===== src/rtl/arb_pkg.sv =====
// arb_pkg: shared state encoding and size defaults for the DDR port arbiter.
package arb_pkg;
  typedef enum logic [2:0] {IDLE, F_REQ, F_BEAT0, F_BEAT1, L_REQ, L_WAIT} arb_state_e;
  localparam int IDX_W_DEF  = 19;
  localparam int DATA_W_DEF = 64;
  localparam int BEATS      = 2;
endpackage


===== src/rtl/ddr_beat_collector.sv =====
// ddr_beat_collector: shifts fetch beats into a line and emits a registered done unless killed.
module ddr_beat_collector import arb_pkg::*; #(
  parameter int DATA_W = DATA_W_DEF
) (
  input  logic                      clock,
  input  logic                      reset_n,
  input  logic                      beat_valid,
  input  logic                      last,
  input  logic                      kill_in,
  input  logic [DATA_W-1:0]         data,
  output logic [BEATS*DATA_W-1:0]   line,
  output logic                      done
);
  logic kill;
  // Each beat enters at the top and pushes older beats down, so beat0 ends in the low word.
  always_ff @(posedge clock or negedge reset_n) begin
    if (!reset_n) begin
      line <= '0;
      kill <= 1'b0;
      done <= 1'b0;
    end else begin
      if (beat_valid) line <= {data, line[BEATS*DATA_W-1:DATA_W]};
      kill <= (beat_valid && last) ? 1'b0 : (kill || kill_in);
      done <= beat_valid && last && !(kill || kill_in);
    end
  end
endmodule


===== src/rtl/ddr_port_arbiter.sv =====
// ddr_port_arbiter: shares one DDR port between IFU burst fetches and LSU single-beat accesses.
// Define DDR_ARB_RR_EN for round-robin arbitration on simultaneous requests (default: LSU priority).
module ddr_port_arbiter import arb_pkg::*; #(
  parameter int IDX_W   = IDX_W_DEF,
  parameter int DATA_W  = DATA_W_DEF,
  parameter int FETCH_W = BEATS*DATA_W
) (
  input  logic               clock,
  input  logic               reset_n,
  input  logic               redirect_valid,
  input  logic               pc_index_valid,
  input  logic [63:0]        pc_index,
  output logic               pc_index_ready,
  output logic               pc_operation_done,
  output logic [FETCH_W-1:0] pc_read_inst,
  input  logic               lsu_chip_enable,
  input  logic               lsu_write_enable,
  input  logic [IDX_W-1:0]   lsu_index,
  input  logic [DATA_W-1:0]  lsu_write_mask,
  input  logic [DATA_W-1:0]  lsu_write_data,
  output logic               lsu_ready,
  output logic               lsu_operation_done,
  output logic [DATA_W-1:0]  lsu_read_data,
  output logic               mem_stall,
  output logic               ddr_chip_enable,
  output logic               ddr_write_enable,
  output logic               ddr_burst_mode,
  output logic [IDX_W-1:0]   ddr_index,
  output logic [DATA_W-1:0]  ddr_write_mask,
  output logic [DATA_W-1:0]  ddr_write_data,
  input  logic               ddr_ready,
  input  logic               ddr_operation_done,
  input  logic [DATA_W-1:0]  ddr_read_data
);
  arb_state_e state, state_n;
  logic lsu_win, lsu_load, f_req_live, l_req, in_beat, unused_pc;
  assign unused_pc = ^{pc_index[63:IDX_W+3], pc_index[2:0]};
`ifdef DDR_ARB_RR_EN
  logic last_lsu;
  assign lsu_win = lsu_chip_enable && (!pc_index_valid || !last_lsu);
  always_ff @(posedge clock or negedge reset_n) begin
    if (!reset_n) last_lsu <= 1'b1;
    else if (state == IDLE && (lsu_chip_enable || pc_index_valid)) last_lsu <= lsu_win;
  end
`else
  assign lsu_win = lsu_chip_enable;
`endif
  always_ff @(posedge clock or negedge reset_n) begin
    if (!reset_n) state <= IDLE;
    else state <= state_n;
  end
  always_comb begin
    state_n = state;
    case (state)
      IDLE:    state_n = lsu_win ? L_REQ : pc_index_valid ? F_REQ : IDLE;
      F_REQ:   state_n = redirect_valid ? IDLE : ddr_ready ? F_BEAT0 : F_REQ;
      F_BEAT0: state_n = ddr_operation_done ? F_BEAT1 : F_BEAT0;
      F_BEAT1: state_n = ddr_operation_done ? IDLE : F_BEAT1;
      L_REQ:   state_n = ddr_ready ? L_WAIT : L_REQ;
      L_WAIT:  state_n = ddr_operation_done ? IDLE : L_WAIT;
      default: state_n = IDLE;
    endcase
  end
  // A redirect in F_REQ withdraws the request so no handshake can complete that cycle.
  assign f_req_live       = state == F_REQ && !redirect_valid;
  assign l_req            = state == L_REQ;
  assign in_beat          = state == F_BEAT0 || state == F_BEAT1;
  assign ddr_chip_enable  = f_req_live || l_req;
  assign ddr_burst_mode   = f_req_live;
  assign ddr_write_enable = l_req && lsu_write_enable;
  assign ddr_index        = f_req_live ? pc_index[IDX_W+2:3] : l_req ? lsu_index : '0;
  assign ddr_write_mask   = l_req ? lsu_write_mask : '0;
  assign ddr_write_data   = l_req ? lsu_write_data : '0;
  assign pc_index_ready   = f_req_live && ddr_ready;
  assign lsu_ready        = l_req && ddr_ready;
  assign mem_stall        = (state == IDLE && lsu_chip_enable) || l_req || state == L_WAIT || lsu_operation_done;
  always_ff @(posedge clock or negedge reset_n) begin
    if (!reset_n) begin
      lsu_load           <= 1'b0;
      lsu_operation_done <= 1'b0;
      lsu_read_data      <= '0;
    end else begin
      if (lsu_ready) lsu_load <= !lsu_write_enable;
      lsu_operation_done <= state == L_WAIT && ddr_operation_done;
      if (state == L_WAIT && ddr_operation_done && lsu_load) lsu_read_data <= ddr_read_data;
    end
  end
  ddr_beat_collector #(.DATA_W(DATA_W)) u_collector (
    .clock      (clock),
    .reset_n    (reset_n),
    .beat_valid (in_beat && ddr_operation_done),
    .last       (state == F_BEAT1),
    .kill_in    (in_beat && redirect_valid),
    .data       (ddr_read_data),
    .line       (pc_read_inst),
    .done       (pc_operation_done)
  );
endmodule


===== config.mk =====
export PLATFORM = sky130hd
export DESIGN_NAME = ddr_port_arbiter
export DESIGN_NICKNAME = d
export VERILOG_FILES = /design/src/rtl/arb_pkg.sv /design/src/rtl/ddr_beat_collector.sv /design/src/rtl/ddr_port_arbiter.sv
export SDC_FILE = /design/constraint.sdc
export NUM_CORES = 1
export LEC_CHECK = 0
export ABC_AREA = 1
export CELL_PAD_IN_SITES_DETAIL_PLACEMENT = 2
export CELL_PAD_IN_SITES_GLOBAL_PLACEMENT = 2
export CORE_AREA = 2 2 244 246
export CTS_CLUSTER_DIAMETER = 30
export DETAILED_ROUTE_END_ITERATION = 7
export DIE_AREA = 0 0 246 248
export PLACE_DENSITY = 0.75
export SLEW_MARGIN = 15
export SYNTH_ARGS = -nofsm -noshare
export SYNTH_HDL_FRONTEND = slang
export SYNTH_SLANG_ARGS = --single-unit

===== constraint.sdc =====
create_clock -name clock -period 2.1 [get_ports clock]
set_input_delay 0.63 -clock clock [delete_from_list [all_inputs] [get_ports clock]]
set_output_delay 0.63 -clock clock [all_outputs]
set_load 0.02 [all_outputs]

==> reports/metrics.yaml <==
avgSynthCellArea_um2: 7.574
grt_pass1_vias: 11384
max_slew_margin_pct: 57.80
die_y_um: 248
grt_pass1_wl_mm: 71.73
n_antenna_cell: 0
yosysUniqueCellTypes: 21
synth_compound_area_share_pct: 0.3526
hold_class: "flop to flop"
clock_path_buffers: 2
worst_setup_path_start_kind: "flop"
placed_area_um2: 16120
syn_area_um2: 9225
cts_setup_buffers: 0
final_cells: 2572
synth_top_family_by_area: "simple AND/OR/NAND/NOR gates"
synth_mux_area_share_pct: 0
cap_violations: 0
num_rows: 89
drive_gt1_share_pct: 14.29
finalSetupViolCount: 259
route.detailed.drc: 0
r2r_end: "u_collector.line[16]"
vias: 10267
die_w_um: 246
cts_tree: "yes"
initial_core_util_pct: 15.78
violations: "setup timing"
nets: 2070
antenna_left: 0
fin_setup_tns_ns: -44.89
slew_violations: 0
io_buffers: 584
cts_sinks: 199
power_frac_comb_pct: 57.2
timing.final.ws_setup_ns: -0.3734
required_ns: 1.47
synthSimpleGateAreaFrac_pct: 35.11
p_leak_nw: 8.613
final_core_util_pct: 28.17
r2r_start: "state[2]"
dr.first_iter.drc_count: 324
synth_area_leaders: "dfrtp_1, nand2_1, nand3_1"
synth_edf_count: 0
period_minus_slack_ns: 2.473
grt_util_all_layers_pct: 15.77
grt_overflow: 0
cts_buffers: 17
finalHoldViolations: 0
dp_hpwl_mm: 37.81
p_seq_share_pct: 28.2
post-place-cells: 2540
arrival_ns: 1.84
p_int_mw: 12.99
antenna_found_initial: 2
clock_power_share_pct: 14.6
via_per_inst: 3.992
ff2ff_setup_slack_ns: 0.13
grt_max_degree: 91
synth-xor-area-share_pct: 0
yosys_warnings: 0
syn_inst: 1218
status: "finished, violations left"
root_buffer: "clkbuf_16"
p_switching_mw: 10.73
clock.fmax_ghz: 0.4043
worstPathMaxFanout: 30
clk_pin_slew_ns: 0.09
synthTopCellsByCount: "nand2_1, dfrtp_1, nand3_1"
crit_path_end_kind: "output port"
wl_mm: 48.48
r2r_cells: 8
hold_ws_ns: 0.4773
fp.dieArea_um2: 61010
crit_path_end: "ddr_write_data[26]"
critical_path.startpoint: "state[1]"
place_congestion: 0.8718
synth-main-ff-cell: "dfrtp_1"
yosys.area_share.adder_pct: 0
worstSetupPathType: "flop to output port"
ys_seq_area_share_pct: 53.98
yosysMostFrequentCell: "nand2_1"
ios: 630
p_sw_share_pct: 45.22
post-route-period-util_pct: 117.8
wl_per_cell_um: 18.85
firstDrtPassIters: 4
finClkSkew_ns: 0.02125
rsz0062_at_grt: "true"
core_area_um2: 58460
synth_area_leader_cell: "dfrtp_1"
postSynth.asyncResetShare_pct: 100.0
ys_ff_latch: 199
h-tree-depth: 4
tightest_slew_ns: 0.6330
ir_worst_vdd_v: 0.0007987
final_area_um2: 16470
yosys.area.top_type_share_pct: 53.98
syn_to_final_growth_pct: 78.53
clk_latency_ns: 0.50
power_density_nw_per_um2: 1440
synth_fp_nets: 1501
-- repair_timing --
item                       in CTS  in global routing
setup endpoints to repair     347                347
cloned                          0                  0
resized for setup             435                199
hold endpoints to repair       30                  0
hold buffers                    1                  0
pin swaps                       1                  3
-- flip-flops by register name, summed over array words and instances (netlist names) --
register and count:
lsu_operation_done 1, u_collector.kill 1, u_collector.line 128, lsu_read_data 64, state 3, u_collector.done 1, lsu_load 1
-- final cells by class --
cell class,instances,area (um^2)
clock buffers,17,425.4
multi-input cells,802,3334
flip-flops and latches,199,4981
inverters,140,528.0
fillers,6673,41990
well taps,773,967.2
clock inverters,14,170.2
repair buffers,627,6063
-- kinds of logic (layout without fill, tap and decap cells) --
group                  count (synthesis)  count (layout)
buffers and inverters                217             798
AO/OA/AOI/OAI                          6               6
AND/OR/NAND/NOR                      796             796
flip-flops                           199             199
-- critical path, cell delays in order, from the launching register on --
cell and delay (ns):
dfrtp_1 0.42, nor2_4 0.16, nand2_4 0.14, buf_12 0.20, nor2_1 0.13, clkdlybuf4s15_2 0.28
-- how the worst min path moves through the flow --
| stage | cells after the start | startpoint | endpoint | slack, ns |
|---|---|---|---|---|
| 2_1_floorplan | 0 | reset_n | lsu_load | 0.33 |
| 3_3_place_gp | 2 | u_collector.line[60] | u_collector.line[60] | 0.45 |
| 3_5_place_dp | 2 | u_collector.line[26] | u_collector.line[26] | 0.46 |
| 4_1_cts | 3 | ddr_operation_done | lsu_operation_done | 0.48 |
| 5_1_grt | 2 | u_collector.line[26] | u_collector.line[26] | 0.50 |
| 6_report | 2 | u_collector.line[2] | u_collector.line[2] | 0.48 |
-- routing by layer --
layer | up-vias | track usage [%] | share of wire, %
li1 | 4782 | - | -
met1 | 5042 | 17.54 | 39
met2 | 371 | 28.00 | 51
met3 | 70 | 5.353 | 7.2
met4 | 2 | 5.348 | 2.9
met5 | - | 0 | 0.019
-- through the flow --
step / setup slack, ns / power [mW]
6_report: -0.3734 / 23.72
5_1_grt: -0.5079 / 25.31
4_1_cts: -0.6169 / 24.31
3_5_place_dp: -0.9299 / 20.97
3_3_place_gp: -0.8664 / 20.57
2_1_floorplan: 0.09922 / 12.81
-- layout by cell type (no fill, tap or decap), types with 2 or more instances in the layout --
cell type	instances
nor2_1	132
nand2_2	11
nor2_2	5
buf_2	26
buf_4	82
dfrtp_1	198
buf_12	19
dlymetal6s2s_1	16
clkinv_4	4
inv_8	2
nand2_1	485
buf_6	7
clkdlybuf4s50_1	413
inv_1	137
clkinvlp_4	3
clkbuf_16	17
bufinv_16	2
inv_2	2
nand3_1	152
clkbuf_2	31
nand2_4	4
a21oi_1	2
clkdlybuf4s15_2	29
o21ai_0	2
nor2_4	3
-- power groups by stage --
stage	clock, mW	combinational [mW]	sequential, mW
after global placement	0	13.9	6.65
after CTS	3.65	13.9	6.73
after detailed placement	0	14.2	6.75
after global routing	3.78	14.6	6.94
after floorplan	0	4.28	8.53
final	3.46	13.6	6.69
(Power assumes the default switching activity.)
